$ cat config.mk
export PLATFORM = sky130hd
export DESIGN_NAME = shift_cmd_pipe
export DESIGN_NICKNAME = d
export VERILOG_FILES = /design/src/rtl/shift_pkg.sv /design/src/rtl/shift_left_right.sv /design/src/rtl/shift_cmd_pipe.sv
export SDC_FILE = /design/constraint.sdc
export NUM_CORES = 1
export LEC_CHECK = 0
export CORE_UTILIZATION = 40
export DETAILED_ROUTE_END_ITERATION = 12
export PLACE_DENSITY = 0.63
export SETUP_SLACK_MARGIN = 0.5
export SYNTH_ARGS = -nofsm -noshare
export SYNTH_HDL_FRONTEND = slang
export SYNTH_SLANG_ARGS = --single-unit
$ cat constraint.sdc
create_clock -name clk -period 3.15 [get_ports clk]
set_clock_uncertainty 0.15 [all_clocks]
set_input_delay 0.315 -clock clk [delete_from_list [all_inputs] [get_ports clk]]
set_output_delay 0.315 -clock clk [all_outputs]
set_load 0.02 [all_outputs]
$ cat src/rtl/shift_pkg.sv
// Shared constants for the shift command pipe: direction encodings, field widths and
// the bit layout of a queued command word {data, dir, num}.
package shift_pkg;

  localparam logic DIR_LEFT  = 1'b0;
  localparam logic DIR_RIGHT = 1'b1;

  localparam int unsigned SHIFT_W = 4;
  localparam int unsigned NUM_W   = 2;
  localparam int unsigned CMD_W   = SHIFT_W + 1 + NUM_W;

  localparam int unsigned CMD_NUM_LSB  = 0;
  localparam int unsigned CMD_DIR_BIT  = NUM_W;
  localparam int unsigned CMD_DATA_LSB = NUM_W + 1;

  function automatic logic [CMD_W-1:0] pack_cmd(input logic [SHIFT_W-1:0] data,
                                                 input logic              dir,
                                                 input logic [NUM_W-1:0]   num);
    return {data, dir, num};
  endfunction

endpackage

$ cat src/rtl/shift_left_right.sv
// 4-bit combinational logical barrel shifter, zero-fill in both directions.
module shift_left_right
  import shift_pkg::*;
(
  input  logic [SHIFT_W-1:0] in,
  input  logic               dir,
  input  logic [NUM_W-1:0]   num,
  output logic [SHIFT_W-1:0] out
);

  assign out = (dir == DIR_RIGHT) ? (in >> num) : (in << num);

endmodule

$ cat src/rtl/shift_cmd_pipe.sv
// Command FIFO in front of shift_left_right with a registered valid/ready result stage.
// Optional completed-result counter port ops_cnt when SHIFT_OPS_CNT_EN is defined.
module shift_cmd_pipe
  import shift_pkg::*;
#(
  parameter int unsigned WIDTH = SHIFT_W,
  parameter int unsigned DEPTH = 4
) (
  input  logic             clk,
  input  logic             rst_n,
  input  logic             in_valid,
  output logic             in_ready,
  input  logic [WIDTH-1:0] in_data,
  input  logic             in_dir,
  input  logic [NUM_W-1:0] in_num,
  output logic             out_valid,
  input  logic             out_ready,
  output logic [WIDTH-1:0] out_data
`ifdef SHIFT_OPS_CNT_EN
  ,
  output logic [7:0]       ops_cnt
`endif
);

  localparam int unsigned PtrW = $clog2(DEPTH);
  localparam int unsigned CntW = PtrW + 1;

  logic [CMD_W-1:0]   mem_q [DEPTH];
  logic [PtrW-1:0]    wr_ptr_q, wr_ptr_d;
  logic [PtrW-1:0]    rd_ptr_q, rd_ptr_d;
  logic [CntW-1:0]    count_q, count_d;
  logic               out_valid_q, out_valid_d;
  logic [WIDTH-1:0]   out_data_q, out_data_d;
  logic               push, issue;
  logic [CMD_W-1:0]   head;
  logic [SHIFT_W-1:0] shift_res;

  // in_ready depends only on registered occupancy, never on out_ready.
  assign in_ready = (count_q != CntW'(DEPTH));
  assign push     = in_valid && in_ready;
  assign issue    = (count_q != '0) && (!out_valid_q || out_ready);
  assign head     = mem_q[rd_ptr_q];

  shift_left_right u_shift (
    .in  (head[CMD_DATA_LSB +: SHIFT_W]),
    .dir (head[CMD_DIR_BIT]),
    .num (head[CMD_NUM_LSB +: NUM_W]),
    .out (shift_res)
  );

  always_comb begin
    wr_ptr_d    = wr_ptr_q;
    rd_ptr_d    = rd_ptr_q;
    count_d     = count_q;
    out_valid_d = out_valid_q;
    out_data_d  = out_data_q;
    if (push) wr_ptr_d = wr_ptr_q + PtrW'(1);
    if (issue) rd_ptr_d = rd_ptr_q + PtrW'(1);
    if (push && !issue) begin
      count_d = count_q + CntW'(1);
    end else if (!push && issue) begin
      count_d = count_q - CntW'(1);
    end
    if (issue) begin
      out_valid_d = 1'b1;
      out_data_d  = shift_res;
    end else if (out_ready) begin
      out_valid_d = 1'b0;
    end
  end

  always_ff @(posedge clk) begin
    if (!rst_n) begin
      wr_ptr_q    <= '0;
      rd_ptr_q    <= '0;
      count_q     <= '0;
      out_valid_q <= 1'b0;
      out_data_q  <= '0;
    end else begin
      wr_ptr_q    <= wr_ptr_d;
      rd_ptr_q    <= rd_ptr_d;
      count_q     <= count_d;
      out_valid_q <= out_valid_d;
      out_data_q  <= out_data_d;
    end
  end

  // Storage is not reset; only pointers and count define which entries are live.
  always_ff @(posedge clk) begin
    if (push) mem_q[wr_ptr_q] <= pack_cmd(in_data, in_dir, in_num);
  end

  assign out_valid = out_valid_q;
  assign out_data  = out_data_q;

`ifdef SHIFT_OPS_CNT_EN
  logic [7:0] ops_cnt_q, ops_cnt_d;

  assign ops_cnt_d = (out_valid_q && out_ready) ? ops_cnt_q + 8'd1 : ops_cnt_q;

  always_ff @(posedge clk) begin
    if (!rst_n) ops_cnt_q <= '0;
    else        ops_cnt_q <= ops_cnt_d;
  end

  assign ops_cnt = ops_cnt_q;
`endif

endmodule
## Yosys cells after proc, flatten, opt, wreduce, memory -nomap -nowiden

Memories as Yosys holds them, arrays and structs flattened. A register that Yosys moved wholly into a read port is not among the register bits.
Index checks and enable logic that the tools add are counted.

- Add/sub/neg operators: 4
- Eq/ne operators: 1
- Shift-type cells: 2
- Mux-type cells: 9
- Reductions and logical operators: 11

Operators by type and width:

| kind | number |
|---|---|
| two-way mux 3 bit | 2 |
| adder 2 x 1 -> 2 bit (second input constant) | 2 |
| logical AND 1 bit | 4 |
| two-way mux 1 bit | 4 |
| two-way mux 2 bit | 2 |
| two-way mux 4 bit | 1 |
| nonzero test 2 bit | 2 |
| << shifter 4 x 2 -> 4 bit | 1 |
| right shift 4 x 2 -> 4 bit | 1 |
| adder 3 x 1 -> 3 bit (second input constant) | 1 |
| logical NOT 1 bit | 3 |
| != test 3 bit (second input constant) | 1 |
| nonzero test 3 bit | 1 |
| subtractor 3 x 1 -> 3 bit (second input constant) | 1 |
| logical OR 1 bit | 1 |

- Register bits: 12
- Memory bits (writable): 28
- Bits of input ports: 11
- Word-level logic and storage cells: 33
- Memories kept: 1

Memories:

| name | words | width | rd ports | clocked after Yosys merged registers in | write ports | RTL line | text |
|---|---|---|---|---|---|---|---|
| mem_q | 4 | 7 | 1 | 1 | 1 | shift_cmd_pipe.sv:28 | `logic [CMD_W-1:0] mem_q [DEPTH];` |

## Longest topological paths before layout

Gate-level depths: netlist (run 1).

- Word-level depth: 6
- Mapped depth: 9

## Hierarchy

Synthesis (run 1) repeated with hierarchy kept, for this count alone.

- Cells, all modules: 131
- Area, all modules: 1920.6 µm²

Modules (own cells, without submodules):

| module | instances | cells each | area each (µm²) | seq. area each (µm²) |
|---|---|---|---|---|
| shift_cmd_pipe | 1 | 108 | 1746.7 | 1121.1 |
| shift_left_right | 1 | 23 | 173.9 | 0.0 |

## Worst setup path after synthesis (run 1)

OpenSTA, ideal clock, no wires.

- Kind: flip-flop to flip-flop
- From: register count_q[0]
- To: register count_q[2]
- Setup time: 76 ps
- Arrival time: 2054 ps
- Slack: 871 ps
- Cell stages (with the launch flop): 9
- Buffers on the path: 0
- Cells stage by stage: dfxtp_1 > nor2_1 > a21boi_1 > ha_1 > inv_1 > fa_1 > xor2_1 > or3_1 > a21boi_0

- Longest elaborated chain between the ends: 5
- Elaborated cells on any way between the ends: 13
- Classes of those cells: add/sub (2); eq/ne (1); mux (2); reduce/logical (8)

Ends and longest elaborated chain:

| element | RTL line | text |
|---|---|---|
| start: declaration | shift_cmd_pipe.sv:31 | `logic [CntW-1:0] count_q, count_d;` |
| start signal: assignment | shift_cmd_pipe.sv:82 | `count_q <= count_d;` |
| != test 3 bit (*) | shift_cmd_pipe.sv:39 | `assign in_ready = (count_q != CntW'(DEPTH));` |
| logical AND 1 bit (*) | shift_cmd_pipe.sv:40 | `assign push = in_valid && in_ready;` |
| named net push | shift_cmd_pipe.sv:34 | `logic push, issue;` |
| logical NOT 1 bit | shift_cmd_pipe.sv:61 | `end else if (!push && issue) begin` |
| logical AND 1 bit | shift_cmd_pipe.sv:61 |  |
| nonzero test 2 bit (no source line) | n/a |  |

Mark *: on every way through the listed nets, which the timed path passes. The rest lies on a longest branch. The select of a mux whose other input is x is not followed.
A chain may end at the register's enable or synchronous reset.

## Worst setup path in the final report (run 1)

- From: register count_q[0]
- To: register count_q[2]

- Longest elaborated chain between the ends: 5
- Elaborated cells on any way between the ends: 13
- Classes of those cells: add/sub (2); eq/ne (1); mux (2); reduce/logical (8)

Ends and longest elaborated chain:

| element |
|---|
| parallel branches: the longest is 5 deep, another holds subtractor 3 x 1 -> 3 bit |

Several ways; the timed one is not identified. The select of a mux whose other input is x is not followed.

==> results of run 1 <==
==> layout by cell type, fill, tap and decap left out, types with 4 or more instances in the layout <==
cell type and instances:
inv_1 7, mux4_2 5, dfxtp_1 14, ha_1 5
edfxtp_1 28, a21oi_1 4, clkbuf_8 5, and2_1 9
clkdlybuf4s50_1 16
==> worst max-delay path: stages (launching register included) <==
cell and delay (ps):
dfxtp_1 360, nor3_1 340, a21oi_1 70, buf_4 180, inv_1 70, ha_1 170, inv_1 60, fa_1 370
xor2_1 160, or3_1 300, a21boi_0 160
==> report_power, final <==
part	internal, W	switching (W)	leakage (nW)
logic	0.000324	0.000317	0.328
registers	0.000694	0.0000781	0.372
clock network	0.000152	0.000171	0.0426
==> how the worst max path moves through the flow <==
| stage | cells past startpoint | end | slack (ps) | from |
|---|---|---|---|---|
| 2_1_floorplan | 8 | count_q[2] | 870 | count_q[0] |
| 3_3_place_gp | 11 | count_q[2] | 660 | out_ready |
| 3_5_place_dp | 11 | count_q[2] | 610 | out_ready |
| 4_1_cts | 10 | count_q[2] | 700 | count_q[0] |
| 5_1_grt | 10 | count_q[2] | 580 | count_q[0] |
| 6_report | 10 | count_q[2] | 690 | count_q[0] |
==> through the flow <==
| stage | power [W] | cell area [sq um] | utilization, % | hold slack [ps] | std cells |
|---|---|---|---|---|---|
| 4_1_cts | 0.00175 | 2110 | 48.4 | 353 | 196 |
| 3_5_place_dp | 0.00143 | 2030 | 46.6 | 342 | 188 |
| 2_1_floorplan | 0.00124 | 1810 | - | 264 | 121 |
| 5_1_grt | 0.00184 | 2110 | 48.4 | 369 | 196 |
| 6_report | 0.00174 | 2110 | 48.4 | 349 | 196 |
| 3_3_place_gp | 0.00141 | 2030 | 46.6 | 334 | 188 |
==> metal layers <==
metal	share of wire [%]	GRT usage, %	vias to the layer above
met2	49	22.1	13
li1	-	-	500
met1	46	15.6	491
met4	2.0	6.12	0
met5	0	0	-
met3	2.8	3.92	7
==> cells by family after synthesis <==
family | count (synthesis)
xor+xnor | 5
fa+ha+maj | 6
flops | 42
buf+inv | 10
mux | 12
compound gates | 19
simple gates | 27
==> flip-flops by register name, indices dropped and copies added, names as in the netlist, named ones only <==
name and cells:
out_valid 1, mem_q 28, count_q 3, rd_ptr_q 2, wr_ptr_q 2, out_data 4
==> Yosys cell counts, types with 2 or more instances <==
cell,number
edfxtp_1,28
dfxtp_1,14
and2_1,9
inv_1,7
ha_1,5
mux4_2,5
a21oi_1,4
a31oi_1,3
mux2i_1,3
nand2_1,3
nand2b_1,3
nor2b_1,3
o21ai_0,3
xnor2_1,3
a21boi_0,2
clkbuf_1,2
mux2_2,2
mux4_1,2
nand3b_1,2
xor2_1,2
==> final cells by class <==
class	instances	area, sq um
clock buffers	6	72.6
repair buffers	18	175
clock inverters	2	8.76
multi-input cells	69	639
flip-flops and latches	42	1120
well taps	52	65.1
inverters	7	26.3
fillers	372	2250
==> results.py, run 1 <==
metrics = {
    "clocking": {
        "cts-root-buf": "clkbuf_8",
        "cts_max_level": 2,
        "cts_resized": 0,
        "cts_tree": "built",
        "worstSkewPairLatency_ps": 290,
        "clk_transition_reported_paths_ps": 70,
        "cts_buffer_depth": 2,
        "cts_buffers": 5,
        "holdBufCountCts": 0,
        "cts.sinks": 42,
        "cts_setup_buffers": 0,
    },
    "drt": {
        "viasPerCell": 5.16,
        "wire_per_inst_um": 14.9,
        "first_pass_iters": 8,
        "vias": 1011,
        "antenna_left": 0,
        "wl_mm": 2.92,
        "drtIter0Drc": 31,
        "drc": 1,
    },
    "hold_path": {
        "holdCritStartpoint": "out_data[1]",
        "holdPathStages": 2,
        "hold_path.class": "reg -> reg",
        "worstHoldEndpoint": "out_data[1]",
    },
    "floorplan": {
        "die_h_um": 69.2,
        "die_w_um": 69.2,
        "io_pins": 17,
        "core_area_sq_um": 4350,
        "die-area_sq_um": 4790,
        "rows": 24,
        "start_util_pct": 41.5,
    },
    "timing": {
        "setup_ws_ps": 692,
        "slew_viol_final": 0,
        "fmax_mhz": 407,
        "grt_setup_unrepaired": "false",
        "setup-tns-final_ps": 0,
        "fin_crit_ps": 2460,
        "worstMarginPinSlew_ps": 493,
        "finalHoldViolations": 0,
        "slew_headroom_pct": 67.0,
        "fin_crit_sh_pct": 78.0,
        "setup_viol": 0,
    },
    "setup_path": {
        "required_ps": 3220,
        "worst_r2r_path_depth": 10,
        "critPathCaptureType": "register",
        "r2r_start": "count_q[0]",
        "cp_max_fo": 10,
        "startpoint_type": "register",
        "crit_type": "reg -> reg",
        "r2r_slack_ps": 690,
        "r2r_end": "count_q[2]",
        "arrival_ps": 2530,
    },
    "logic_synthesis": {
        "synth_cells": 121,
        "synth_ff_type": "edfxtp_1",
        "synth_top_family_by_area": "multiplexers",
        "syn_area_per_cell_sq_um": 14.9,
        "synth-seq-cells": 42,
        "yosys.area.top_type_share_pct": 46.6,
        "synth-adder-area-share_pct": 4.57,
        "yosys_warnings": 0,
        "synth_top_cell_by_area": "edfxtp_1",
        "seq_area_frac_synth_pct": 62.1,
        "synthTopCellsByArea": "edfxtp_1 (47%), dfxtp_1 (16%), mux4_2 (6.2%)",
        "synth_xor_area_share_pct": 2.43,
        "synth_compound_area_share_pct": 7.00,
        "synth-async-reset-ratio_pct": 0,
        "netlist_area_sq_um": 1810,
        "synth_edf_count": 28,
        "synthesis.nets": 138,
        "muxShareOfSynthArea_pct": 12.1,
        "ys_types": 36,
        "synth_simple_gate_area_share_pct": 9.36,
    },
    "placement": {
        "numPortBuffers": 16,
        "gp_congestion": 0.783,
        "dp.final_hpwl_mm": 2.06,
        "dp_slack_ps": 609,
    },
    "finish": {
        "finalNetCount": 160,
        "area.growth.synth_to_final_pct": 16.8,
        "antenna_cells": 0,
        "drive_above_1_share_pct": 10.4,
    },
    "run_status": {
        "outcome": "complete, but fails checks",
        "failed_checks": "design-rule violations",
    },
    "global_route": {
        "grt-ovfl-total": 0,
        "grt_first_pass_wirelength_mm": 4.84,
        "antenna_found_initial": 0,
        "grtUsageTotal_pct": 13.2,
        "grt_max_degree": 15,
        "grt_pass1_vias": 1002,
    },
    "power_and_ir_drop": {
        "p_per_area_nw_per_um2": 824,
        "p_leak_nw": 0.743,
        "ir_worst_vdd_mv": 0.264,
    },
    "flow_run": {
        "drv_cap": 0,
    },
}
No activity file was read; power rests on OpenSTA's default activity.
==> run 2: changes to the inputs <==
--- a/config.mk
+++ b/config.mk
@@ -7,7 +7,7 @@
 export LEC_CHECK = 0
 export CORE_UTILIZATION = 40
 export DETAILED_ROUTE_END_ITERATION = 12
-export PLACE_DENSITY = 0.63
+export PLACE_DENSITY = 0.65
 export SETUP_SLACK_MARGIN = 0.5
 export SYNTH_ARGS = -nofsm -noshare
 export SYNTH_HDL_FRONTEND = slang
==> constraint.sdc (replaced) <==
create_clock -name clk -period 2.1 [get_ports clk]
set_clock_uncertainty 0.15 [all_clocks]
set_input_delay 0.21 -clock clk [delete_from_list [all_inputs] [get_ports clk]]
set_output_delay 0.21 -clock clk [all_outputs]
set_load 0.02 [all_outputs]
==> run 2 against run 1 <==
Effect of this change:
- the run now ends clean
- worst hold slack got worse by 13 ps
- clock power increased by 93%
- combinational power increased by 86%
- final cell count increased by 5.1%
- flip-flop and latch count unchanged
- largest power group is now combinational cells
==> results.py, run 2 (synthesis results as in run 1) <==
metrics = {
    "finish": {
        "design_area_sq_um": 2310,
        "final_common_cell": "edfxtp_1",
        "regMostFlops": "mem_q",
        "drive_above_1_share_pct": 29.2,
        "antenna_cells": 0,
        "largest_reg_flops": 28,
        "final_cell_mix": "edfxtp_1 (28), clkdlybuf4s50_1 (10), dfxtp_1 (9), buf_4 (9), mux4_2 (7)",
        "finalNetCount": 170,
        "area.growth.synth_to_final_pct": 27.8,
        "regArea_sq_um": 1130,
        "multi_input_area_sq_um": 713,
        "filler_cell_count": 356,
    },
    "floorplan": {
        "die_h_um": 69.2,
        "die-area_sq_um": 4790,
        "core_area_sq_um": 4350,
        "io_pins": 17,
        "die_w_um": 69.2,
        "rows": 24,
        "start_util_pct": 41.5,
    },
    "setup_path": {
        "worst_r2r_path_depth": 9,
        "crit_type": "reg -> reg",
        "required_ps": 2170,
        "cp_max_fo": 4,
        "arrival_ps": 2110,
        "critPathCaptureType": "register",
        "startpoint_type": "register",
    },
    "timing": {
        "fin_crit_ps": 2040,
        "whs_ps": 336,
        "fin_crit_sh_pct": 97.1,
        "fmax_mhz": 491,
        "slew_viol_final": 0,
        "worstMarginPinSlew_ps": 407,
        "slew_headroom_pct": 72.8,
        "setup_ws_ps": 61.4,
        "setup_viol": 0,
        "finalHoldViolations": 0,
        "grt_setup_unrepaired": "true",
    },
    "clocking": {
        "cts_max_level": 2,
        "cts_tree": "built",
        "cts-root-buf": "clkbuf_8",
        "cts_buffer_depth": 2,
        "holdBufCountCts": 0,
        "worstSkewPairLatency_ps": 290,
        "clk_transition_reported_paths_ps": 80,
        "cts.sinks": 42,
        "cts_buffers": 5,
    },
    "drt": {
        "vias": 1083,
        "first_pass_iters": 4,
        "viasPerCell": 5.26,
        "antenna_left": 0,
        "wire_per_inst_um": 15.8,
        "drtIter0Drc": 58,
        "wl_mm": 3.26,
        "drc": 0,
    },
    "global_route": {
        "grt-ovfl-total": 0,
        "antenna_found_initial": 0,
        "grt_pass1_vias": 1107,
        "grt_max_degree": 15,
        "grt_first_pass_wirelength_mm": 5.44,
        "grtUsageTotal_pct": 15.2,
    },
    "placement": {
        "gp_congestion": 0.794,
        "placed_area_sq_um": 2100,
        "dp_slack_ps": -125,
        "numPortBuffers": 16,
        "dp.final_hpwl_mm": 2.11,
    },
    "hold_path": {
        "holdPathStages": 2,
        "hold_path.class": "reg -> reg",
    },
    "power_and_ir_drop": {
        "ir_worst_vdd_mv": 0.604,
        "p_per_area_nw_per_um2": 1300,
        "p_leak_nw": 0.885,
    },
    "run_status": {
        "outcome": "finished, final reports clean",
    },
    "flow_run": {
        "drv_cap": 0,
    },
}
-- run 2: changes by cell type in the layout (fill, tap and decap cells not counted), sizes merged --
cell and delta:
clkinv -2, dlygate4sd2 +2, bufinv +1, dlymetal6s2s +4, mux4 +1, clkdlybuf4s50 -6
buf +9, clkinvlp +1
-- run 2: cell type report --
| class | instances | share of cell area (%) |
|---|---|---|
| multi-input cells | 70 | 30.9 |
| inverters | 7 | 1.14 |
| clock inverters | 2 | 1.63 |
| repair buffers | 27 | 11.2 |
| clock buffers | 6 | 3.15 |
| flip-flops and latches | 42 | 49.2 |
| well taps | 52 | 2.82 |
-- run 2: repair_timing --
action	4_1_cts	5_1_grt
endpoints found under the setup margin	36	11
buffers inserted	2	3
pin swaps	5	3
gates cloned	1	0
endpoints found under the hold margin	0	0
gates resized for setup	13	6
-- run 2: per-layer routing --
metal	part of all wire [%]	up-vias	global-route usage, %
li1	-	522	-
met3	5.4	6	5.67
met2	47	25	22.8
met1	46	530	19.5
met4	2.2	0	7.03
met5	0	-	0
-- run 2: through the flow --
stage                     setup TNS [ps]  std cells  utilization, %  power (W)
after detailed placement            -141        192            48.3    0.00228
after global placement             -47.7        192            48.3    0.00224
after floorplan                        0        121               -    0.00194
after CTS                              0        203            52.1    0.00298
after global routing               -56.7        206            53.0    0.00318
final                                  0        206            53.0    0.00300
-- run 2: worst paths after layout --
check	start	to	slack, ps
max	count_q[1]	count_q[2]	60
min	out_data[1]	out_data[1]	340
max reg2reg	count_q[1]	count_q[2]	60
min reg2reg	out_data[1]	out_data[1]	340
-- run 2: power breakdown --
| part | internal (W) | total [W] | leakage, nW | switching (W) |
|---|---|---|---|---|
| Clock | 0.000355 | 0.000625 | 0.0514 | 0.000271 |
| Sequential | 0.00106 | 0.00118 | 0.375 | 0.000127 |
| Combinational | 0.000635 | 0.00119 | 0.459 | 0.000553 |
-- run 2: critical path: stages (launching register included) --
cell and delay (ps):
dfxtp_4 370, nor3_4 230, a21oi_4 50, inv_1 60, ha_2 180, inv_2 40
fa_2 320, xor2_1 150, or3_1 310, a21boi_1 120
